## src/rtl/tl_ul_pkg.sv

```systemverilog
// Shared TileLink-UL constants, field widths and FSM state for the CPU master bridge.
package tl_ul_pkg;

  localparam int OP_W    = 3;
  localparam int PARAM_W = 3;
  localparam int SIZE_W  = 2;
  localparam int MASK_W  = 4;
  localparam int DATA_W  = 32;

  localparam logic [OP_W-1:0] PUT_FULL    = 3'd0;
  localparam logic [OP_W-1:0] PUT_PARTIAL = 3'd1;
  localparam logic [OP_W-1:0] GET         = 3'd4;
  localparam logic [OP_W-1:0] ACK         = 3'd0;
  localparam logic [OP_W-1:0] ACK_DATA    = 3'd1;

  // log2 of the byte count: every access is one 32-bit word
  localparam logic [SIZE_W-1:0] SIZE_WORD = 2'd2;

  typedef enum logic [1:0] {IDLE, REQ, RSP} state_t;

  typedef struct packed {
    logic [OP_W-1:0]   opcode;
    logic [SIZE_W-1:0] size;
    logic [MASK_W-1:0] mask;
    logic [DATA_W-1:0] data;
  } a_pld_t;

endpackage

```

## src/rtl/tl_ul_req_builder.sv

```systemverilog
// Maps a CPU request onto the A-channel payload; purely combinational.
module tl_ul_req_builder
  import tl_ul_pkg::*;
#(
  parameter int ADDR_W = 6
) (
  input  logic              wr,
  input  logic [MASK_W-1:0] byte_en,
  input  logic [3:0]        addr,
  input  logic [DATA_W-1:0] wdata,
  output a_pld_t            pld,
  output logic [ADDR_W-1:0] address
);

  // word address to byte address, zero-extended or truncated to the bus width
  assign address = ADDR_W'({addr, 2'b00});

  always_comb begin
    pld.size = SIZE_WORD;
    if (wr) begin
      pld.opcode = (byte_en == 4'hF) ? PUT_FULL : PUT_PARTIAL;
      pld.mask   = byte_en;
      pld.data   = wdata;
    end else begin
      pld.opcode = GET;
      pld.mask   = 4'hF;
      pld.data   = '0;
    end
  end

endmodule

```

## src/rtl/tl_ul_master_bridge.sv

```systemverilog
// CPU pulse interface to TileLink-UL master: one A message per request, D response
// checked against the expected opcode/source, with a bounded wait in RSP.
module tl_ul_master_bridge
  import tl_ul_pkg::*;
#(
  parameter int ADDR_W    = 6,
  parameter int SOURCE_W  = 1,
  parameter int SOURCE_ID = 0,
  parameter int TIMEOUT   = 255
) (
  input  logic                clk,
  input  logic                rst_n,
  input  logic                cpu_wr,
  input  logic                cpu_rd,
  input  logic [MASK_W-1:0]   cpu_byte,
  input  logic [3:0]          cpu_addr,
  input  logic [DATA_W-1:0]   cpu_wdata,
  output logic                cpu_rdata_v,
  output logic [DATA_W-1:0]   cpu_rdata,
  output logic                trans_over,
  output logic                a_valid,
  input  logic                a_ready,
  output logic [OP_W-1:0]     a_opcode,
  output logic [PARAM_W-1:0]  a_param,
  output logic [SIZE_W-1:0]   a_size,
  output logic [SOURCE_W-1:0] a_source,
  output logic [ADDR_W-1:0]   a_address,
  output logic [MASK_W-1:0]   a_mask,
  output logic [DATA_W-1:0]   a_data,
  input  logic                d_valid,
  output logic                d_ready,
  input  logic [OP_W-1:0]     d_opcode,
  input  logic [SOURCE_W-1:0] d_source,
  input  logic [DATA_W-1:0]   d_data,
  input  logic                d_error,
  output logic                err,
  output logic                timeout
);

  localparam int CNT_W = $clog2(TIMEOUT + 1);
  localparam logic [CNT_W-1:0]    CNT_LAST = CNT_W'(TIMEOUT - 1);
  localparam logic [SOURCE_W-1:0] SRC      = SOURCE_W'(SOURCE_ID);

  state_t            state, state_n;
  a_pld_t            pld_d, pld_q;
  logic [ADDR_W-1:0] addr_d, addr_q;
  logic              wr_q;
  logic [CNT_W-1:0]  cnt;

  logic load, clr_cnt, inc_cnt, err_n, to_n, rdv_n;

  tl_ul_req_builder #(.ADDR_W(ADDR_W)) u_builder (
    .wr      (cpu_wr),
    .byte_en (cpu_byte),
    .addr    (cpu_addr),
    .wdata   (cpu_wdata),
    .pld     (pld_d),
    .address (addr_d)
  );

  assign trans_over = (state == IDLE);
  assign a_valid    = (state == REQ);
  // Always ready: responses are consumed in RSP and drained as stray elsewhere
  assign d_ready    = 1'b1;
  assign a_opcode   = pld_q.opcode;
  assign a_size     = pld_q.size;
  assign a_mask     = pld_q.mask;
  assign a_data     = pld_q.data;
  assign a_address  = addr_q;
  assign a_param    = '0;
  assign a_source   = SRC;

  always_ff @(posedge clk or negedge rst_n)
    if (!rst_n) state <= IDLE;
    else        state <= state_n;

  always_comb begin
    state_n = state;
    load    = 1'b0;
    clr_cnt = 1'b0;
    inc_cnt = 1'b0;
    err_n   = 1'b0;
    to_n    = 1'b0;
    rdv_n   = 1'b0;
    case (state)
      IDLE: begin
        err_n = d_valid;
        if (cpu_wr || cpu_rd) begin
          load    = 1'b1;
          state_n = REQ;
        end
      end
      REQ: begin
        err_n = d_valid;
        if (a_ready) begin
          clr_cnt = 1'b1;
          state_n = RSP;
        end
      end
      RSP: begin
        if (d_valid) begin
          state_n = IDLE;
          if (d_source == SRC && d_opcode == (wr_q ? ACK : ACK_DATA)) begin
            err_n = d_error;
            rdv_n = !wr_q;
          end else begin
            err_n = 1'b1;
          end
        end else if (cnt == CNT_LAST) begin
          state_n = IDLE;
          to_n    = 1'b1;
          err_n   = 1'b1;
        end else begin
          inc_cnt = 1'b1;
        end
      end
      default: state_n = IDLE;
    endcase
  end

  // payload is only loaded in IDLE, so it stays stable through any A stall
  always_ff @(posedge clk or negedge rst_n)
    if (!rst_n) begin
      pld_q  <= '0;
      addr_q <= '0;
      wr_q   <= 1'b0;
    end else if (load) begin
      pld_q  <= pld_d;
      addr_q <= addr_d;
      wr_q   <= cpu_wr;
    end

  always_ff @(posedge clk or negedge rst_n)
    if (!rst_n)       cnt <= '0;
    else if (clr_cnt) cnt <= '0;
    else if (inc_cnt) cnt <= cnt + CNT_W'(1);

  always_ff @(posedge clk or negedge rst_n)
    if (!rst_n) begin
      cpu_rdata_v <= 1'b0;
      cpu_rdata   <= '0;
      err         <= 1'b0;
      timeout     <= 1'b0;
    end else begin
      cpu_rdata_v <= rdv_n;
      err         <= err_n;
      timeout     <= to_n;
      if (rdv_n) cpu_rdata <= d_data;
    end

endmodule

```

## config.mk

```make
export PLATFORM = sky130hd
export DESIGN_NAME = tl_ul_master_bridge
export DESIGN_NICKNAME = d
export VERILOG_FILES = /design/src/rtl/tl_ul_pkg.sv /design/src/rtl/tl_ul_req_builder.sv /design/src/rtl/tl_ul_master_bridge.sv
export SDC_FILE = /design/constraint.sdc
export NUM_CORES = 1
export LEC_CHECK = 0
export ABC_AREA = 1
export BUFFER_PORTS_ARGS = -buffer_cell sky130_fd_sc_hd__buf_4
export CAP_MARGIN = 20
export CORE_MARGIN = 4
export CORE_UTILIZATION = 41
export CTS_CLUSTER_DIAMETER = 150
export DETAILED_ROUTE_END_ITERATION = 7
export PLACE_DENSITY_LB_ADDON = 0.08
export REMOVE_ABC_BUFFERS = 1
export SYNTH_ARGS = -nofsm -noshare
export SYNTH_HDL_FRONTEND = slang
export SYNTH_HIERARCHICAL = 1
export SYNTH_SLANG_ARGS = --single-unit
```

## constraint.sdc

```tcl
create_clock -name clk -period 1.8 [get_ports clk]
set_clock_uncertainty 0.05 [all_clocks]
set_input_delay 0.09 -clock clk [delete_from_list [all_inputs] [get_ports clk]]
set_output_delay 0.09 -clock clk [all_outputs]
set_load 0.05 [all_outputs]
```

==> metrics.csv, run 1 <==
metric,value,unit
num_rows,36,
clk_pin_slew,80,ps
place_ws,266,ps
numPortBuffers,166,
area_delta_synth_final,54.1,%
clockRootBuffer,clkbuf_8,
setup_viol,0,
ant_nets,0,
utilization,65.5,%
vdd_drop_max,1.18,mV
drt_iter0_markers,191,
die_w,109,um
drt-pass1-iter-count,4,
chipHeight,109,um
grt_max_degree,41,
crit_required,2040,ps
finalNetCount,759,
wl,10900,um
outcome,"finished, final reports clean",
place_congestion,0.775,
worst_r2r_path_depth,7,
floorplan.core_area,9860,um2
final_hold_viol_count,0,
reg2reg_slack,260,ps
synth-seq-area-share,55.5,%
worst-path-buf-inv,2,
grt_pass1_wl,17700,um
vias_per_cell,4.43,
slew_headroom,62.0,%
yosysTopAreaCell,dfrtp_1,
synthSimpleGateAreaFrac,19.3,%
gr-total-overflow,0,
yosys-mux-area-fraction,13.3,%
grt_antenna_before_repair,0,
rsz0062_at_grt,false,
drc,0,
n_antenna_cell,0,
final_cell_count_no_fill,812,
p_leak,0.00367,uW
wl_per_cell,13.5,um
finalCriticalPeriod,1540,ps
cts_resized,0,
cp_max_fo,33,
ioPinCount,172,
cts_buffers,9,
worst_path_max_delay_cell,dfrtp_1,
dp_hpwl,7420,um
yosysTopAreaCellShare,55.5,%
yosys.area_share.xor_xnor,0.209,%
timing.rr.end,cpu_rdata[3],
critPathKind,register to register,
die_area,11900,um2
yosys.cell_types.count,23,
dp.cells,722,
hold_depth,4,
syn_inst,439,
clock-sinks,93,
clk_path_buf_depth,2,
fillCellCount,788,
grt_pass1_vias,3707,
cts_tree,done,
track_usage,18.9,%
cpMostUsedCell,nand2_1,
syn_area,4190,um2
post_cts_buffers,0,
critical_path.top_delay_family,buffers and inverters,
tightestPinTransition,570,ps
synth_top_family_by_area,simple AND/OR/NAND/NOR gates,
start_util,42.5,%
vias,3596,
synth-compound-area-share,0.597,%
drv_cap,0,
worstPathArrival,1780,ps
fmax,0.650,GHz
cts.htree.levels,3,
yosys-top-cells-area,"dfrtp_1 (55%), nand2_1 (15%), mux2_2 (10%), inv_1 (4.7%), buf_4 (3.4%)",
p_per_area,1580,nW/um2
ys_ff_latch,93,
cp-end-kind,register,
min_path_type,input pin to register,
crit_path_max_incr_delay,430,ps
drv_slew,0,
r2r_start,state[0],
cts_hold_buf,74,
syn-mean-instance-area,9.55,um2
crit_chain,"inv_1, nand3_1, nor2_1, nand2_1, inv_2, nand2_1, nand2_1",
fin_ws,261,ps
min-delay-start,cpu_wdata[26],
synth_fa_ha_area_share,0.597,%
holdPathEnd,a_data[26],
worstSkewPairLatency,360,ps
drive_above_1_share,35.5,%
startpoint_type,register,
period_share,85.5,%
ys_warn_count,6,
[Yosys cell counts]
cell and count:
and2_0 1, o21ai_0 2, mux2_2 39, nor2_4 1, buf_6 4, nor2_1 12
nand3b_1 1, nand3_1 8, buf_2 6, o21ai_2 1, buf_4 19, dfrtp_1 93
or2_1 4, nand2_1 173, inv_1 52, ha_1 2, or2_2 1, conb_1 4
inv_2 3, mux2_4 8, xor2_1 1, nand4_1 3, o22ai_1 1
[final cells by class]
type                    instances  area (um2)  area share, %
clock inverters                 4        70.1           1.08
multi-input cells             268        1470           22.8
clock buffers                  12         155           2.40
inverters                      55         206           3.19
repair buffers                247        2060           31.9
well taps                     133         166           2.58
flip-flops and latches         93        2330           36.0
[cell usage in the layout, fill, tap and decap left out, drive strengths merged]
master / count
mux2: 47
ha: 2
dfrtp: 93
or2: 5
clkinv: 2
nand2: 173
nor2: 13
clkbuf: 12
inv: 55
buf: 173
nand3: 8
conb: 10
nand3b: 1
o22ai: 1
dlygate4sd3: 74
nand4: 3
and2: 1
bufinv: 2
xor2: 1
o21ai: 3
[report_power, final]
| part | switching [uW] | leakage [uW] | internal (uW) | total, uW |
|---|---|---|---|---|
| combinational | 3540 | 0.00234 | 1940 | 5480 |
| sequential | 405 | 0.00121 | 2800 | 3200 |
| clock | 704 | 0.000116 | 855 | 1560 |
| total | 4650 | 0.00367 | 5590 | 10200 |
[registers in the layout, summed over array words and instances (netlist names)]
signal	flops
a_data	32
cpu_rdata	32
cnt	8
a_address	6
a_mask	4
a_opcode	3
a_size	2
state	2
cpu_rdata_v	1
err	1
timeout	1
wr_q	1
[worst reg2reg max path: cells and delay by family (launching register included)]
kind / cells / cell delay (ps)
buffers and inverters: 2 / 530
and+or+nand+nor: 5 / 490
DFF: 1 / 430
[stage by stage]
stage          area [um2]  total power (uW)  hold slack (ps)  TNS (ps)
4_1_cts              6460             10400            0.934         0
3_3_place_gp         5500              8570             54.4         0
5_1_grt              6460             10800             17.9         0
2_1_floorplan        4000              6870             -256    -14700
6_report             6460             10200             18.2         0
3_5_place_dp         5500              8640             58.2         0
[worst max path at each step]
stage                   from            end  depth (start not counted)
floorplan             cpu_rd   a_address[5]                          2
global placement    state[0]   cpu_rdata[9]                          7
detailed placement  state[0]   cpu_rdata[3]                          7
CTS                 state[0]   cpu_rdata[3]                          7
global route            wr_q  cpu_rdata[22]                          8
finish              state[0]   cpu_rdata[3]                          7
[cell families after synthesis]
kind of cell / Yosys count
simple gates: 204
buf+inv: 84
xor+xnor: 1
other cells: 4
compound gates: 4
mux: 47
flops: 93
fa+ha+maj: 2
[routing by layer]
| metal | track usage [%] | share of wire (%) | up-vias |
|---|---|---|---|
| met3 | 3.67 | 7.0 | 19 |
| li1 | - | - | 1774 |
| met1 | 23.9 | 41 | 1673 |
| met4 | 7.66 | 2.1 | 0 |
| met5 | 0 | 0 | - |
| met2 | 31.7 | 50 | 130 |
No activity file was read; power rests on OpenSTA's default activity.
==> run 2, diff against run 1 <==
--- a/config.mk
+++ b/config.mk
@@ -5,11 +5,12 @@
 export SDC_FILE = /design/constraint.sdc
 export NUM_CORES = 1
 export LEC_CHECK = 0
-export ABC_AREA = 1
 export BUFFER_PORTS_ARGS = -buffer_cell sky130_fd_sc_hd__buf_4
 export CAP_MARGIN = 20
+export CORE_ASPECT_RATIO = 1.4
 export CORE_MARGIN = 4
 export CORE_UTILIZATION = 41
+export CTS_BUF_LIST = sky130_fd_sc_hd__clkbuf_4
 export CTS_CLUSTER_DIAMETER = 150
 export DETAILED_ROUTE_END_ITERATION = 7
 export PLACE_DENSITY_LB_ADDON = 0.08
==> run 2 against run 1 <==
Against the previous run:
- combinational power is 4.7% lower
- clock power is 27% lower
- the run now ends with negative setup slack left
- die area is 0.83% higher
- synthesized cell count is 32% lower
- setup slack worse by 450 ps
- first-iteration DRC count is 32% lower
- critical endpoint is now cpu_rdata[30]
- largest cell class unchanged
==> metrics.csv, run 2 <==
metric,value,unit,change
drt-pass1-iter-count,4,,unchanged
outcome,"finished, violations left",,"was finished, final reports clean"
clockRootBuffer,clkbuf_4,,was clkbuf_8
vias_per_cell,4.66,,was 4.43
reg2reg_slack,-190,ps,was 260 ps
cts.htree.levels,3,,unchanged
violations,negative setup slack,,
finalNetCount,630,,was 759
layout_commonest_cell,buf_4,,was nand2_1
r2r_start,state[1],,was state[0]
slew_headroom,63.9,%,was 62.0%
wl_per_cell,15.8,um,was 13.5 um
cts_tree,done,,unchanged
place_ws,-429,ps,was 266 ps
setup_viol,32,,was 0
synth-main-ff-cell,dfrtp_1,,unchanged
yosys.cell_types.count,45,,was 23
track_usage,18.3,%,was 18.9%
wl,10800,um,"was 10,900 um"
vdd_drop_max,0.583,mV,was 1.18 mV
crit_required,2090,ps,was 2040 ps
vias,3194,,"was 3,596"
cp_max_fo,17,,was 33
critPathKind,register to register,,unchanged
worst_r2r_path_depth,4,,was 7
gr-total-overflow,0,,unchanged
start_util,42.2,%,was 42.5%
fmax,0.503,GHz,was 0.650 GHz
syn_inst,299,,was 439
finalCriticalPeriod,1990,ps,was 1540 ps
drt_iter0_markers,130,,was 191
drv_slew,0,,unchanged
area_delta_synth_final,54.6,%,was 54.1%
ant_nets,0,,unchanged
synth_most_common_cell,dfrtp_1,,was nand2_1
clk_path_buf_depth,2,,unchanged
grt_pass1_vias,3433,,"was 3,707"
p_leak,0.00336,uW,was 0.00367 uW
grt_antenna_before_repair,0,,unchanged
drc,0,,unchanged
p_per_area,1450,nW/um2,was 1580 nW/um2
yosys-top-cells-count,"dfrtp_1 (93), mux2_2 (50), mux2_4 (29)",,"was nand2_1 (173), dfrtp_1 (93), inv_1 (52)"
post_cts_buffers,0,,unchanged
grt_pass1_wl,17200,um,"was 17,700 um"
ys_warn_count,6,,unchanged
hold_depth,4,,unchanged
yosysTopAreaCell,dfrtp_1,,unchanged
min-delay-start,d_source,,was cpu_wdata[26]
num_rows,43,,was 36
n_antenna_cell,0,,unchanged
die_w,93.8,um,was 109 um
ioPinCount,172,,unchanged
min_path_type,input pin to register,,unchanged
period_share,110,%,was 85.5%
cts_buffers,9,,unchanged
syn_area,4220,um2,was 4190 um2
startpoint_type,register,,unchanged
ys_ff_latch,93,,unchanged
syn-mean-instance-area,14.1,um2,was 9.55 um2
place_congestion,0.872,,was 0.775
register_area,2330,um2,unchanged
timing.rr.end,cpu_rdata[30],,was cpu_rdata[3]
clk_pin_slew,130,ps,was 80 ps
fillCellCount,801,,was 788
clock-sinks,93,,unchanged
dp.cells,590,,was 722
floorplan.core_area,10000,um2,was 9860 um2
grt_max_degree,42,,was 41
rsz0062_at_grt,true,,was false
worstPathArrival,2270,ps,was 1780 ps
chipHeight,128,um,was 109 um
cts_hold_buf,78,,was 74
worstSkewPairLatency,450,ps,was 360 ps
die_area,12000,um2,"was 11,900 um2"
final_hold_viol_count,0,,unchanged
synth_edf_count,0,,unchanged
multiInputGateArea,1700,um2,was 1470 um2
fin_ws,-187,ps,was 261 ps
layout_common_cells,"buf_4 (175), dfrtp_1 (93), dlygate4sd3_1 (78)",,"was nand2_1 (173), buf_4 (171), dfrtp_1 (93)"
final_cell_count_no_fill,685,,was 812
synth-seq-area-share,55.1,%,was 55.5%
drive_above_1_share,55.5,%,was 35.5%
drv_cap,0,,unchanged
holdPathEnd,err,,was a_data[26]
numPortBuffers,166,,unchanged
cp-end-kind,register,,unchanged
yosys-top-cells-area,"dfrtp_1 (55%), mux2_2 (13%), mux2_4 (10%), and2_2 (4.6%), buf_4 (2.5%)",,"was dfrtp_1 (55%), nand2_1 (15%), mux2_2 (10%), inv_1 (4.7%), buf_4 (3.4%)"
async_reset_ff_share,100,%,unchanged
dp_hpwl,7000,um,was 7420 um
tightestPinTransition,542,ps,was 570 ps
yosysTopAreaCellShare,55.1,%,was 55.5%
[run 2: changes by cell type after synthesis, sizes merged, moves of 7 or more]
cell,delta
nand2,-164
inv,-51
and2,+33
mux2,+32
nor2,-11
buf,-8
clkbuf,+7
[run 2: logic make-up (layout without fill, tap and decap cells)]
| logic type | count (synthesis) | count (layout) | share of synthesized area, % |
|---|---|---|---|
| compound gates | 18 | 18 | 3.29 |
| xor+xnor | 1 | 1 | 0.207 |
| fa+ha+maj | 2 | 2 | 0.592 |
| buf+inv | 32 | 277 | 5.54 |
| flops | 93 | 93 | 55.1 |
| mux | 82 | 82 | 24.4 |
| other cells | 4 | 10 | 0.355 |
| simple gates | 67 | 67 | 10.5 |
[run 2: worst max-delay path by stage]
stage | start | end | slack, ps
after detailed placement | state[1] | cpu_rdata[7] | -430
after CTS | state[1] | cpu_rdata[30] | -200
after global routing | state[1] | cpu_rdata[18] | -220
after floorplan | state[1] | a_address[0] | -1180
after global placement | state[1] | cpu_rdata[2] | -400
final | state[1] | cpu_rdata[30] | -190
[run 2: area by class of cell]
class	instances	area share, %
Sequential cell	93	35.7
Tap cell	135	2.59
Inverter	4	0.230
Multi-Input combinational cell	180	26.0
Clock inverter	5	0.786
Clock buffer	11	1.27
Timing Repair Buffer	257	33.4
[run 2: metrics by stage]
| step | hold slack (ps) | instance area (um2) | total power (uW) | util [%] | TNS (ps) |
|---|---|---|---|---|---|
| 6_report | 12.3 | 6530 | 9450 | 65.2 | -5380 |
| 2_1_floorplan | -256 | 4030 | 6510 | - | -83960 |
| 3_5_place_dp | 63.2 | 5570 | 8210 | 55.7 | -13440 |
| 3_3_place_gp | 52.8 | 5570 | 8140 | 55.7 | -12600 |
| 4_1_cts | -19.6 | 6520 | 9520 | 65.2 | -5880 |
| 5_1_grt | -11.7 | 6530 | 9910 | 65.2 | -6270 |
[run 2: critical path, cell delays in order, from the launching register on]
cell     delay, ps
dfrtp_1        360
or4b_4         460
or4_4          500
buf_12         200
mux2_4         300
[run 2: timing repair]
action,4_1_cts,5_1_grt
pin swaps,1,0
resized for setup,3,2
cloned,1,0
setup endpoints to repair,33,34
hold endpoints to repair,162,1
[run 2: where the power goes]
group          leakage, uW  internal (uW)  total (uW)  switching, uW
Combinational      0.00207           2000        5220           3230
Sequential         0.00121           2730        3090            361
Clock            0.0000743            447        1140            691
Total              0.00336           5180        9450           4280
[run 2: layer usage]
| layer | wire (um) | global-route usage, % |
|---|---|---|
| met1 | 4220 | 21.0 |
| met3 | 672 | 3.82 |
| met2 | 5680 | 32.7 |
| met4 | 218 | 7.82 |
| met5 | 0 | 0 |
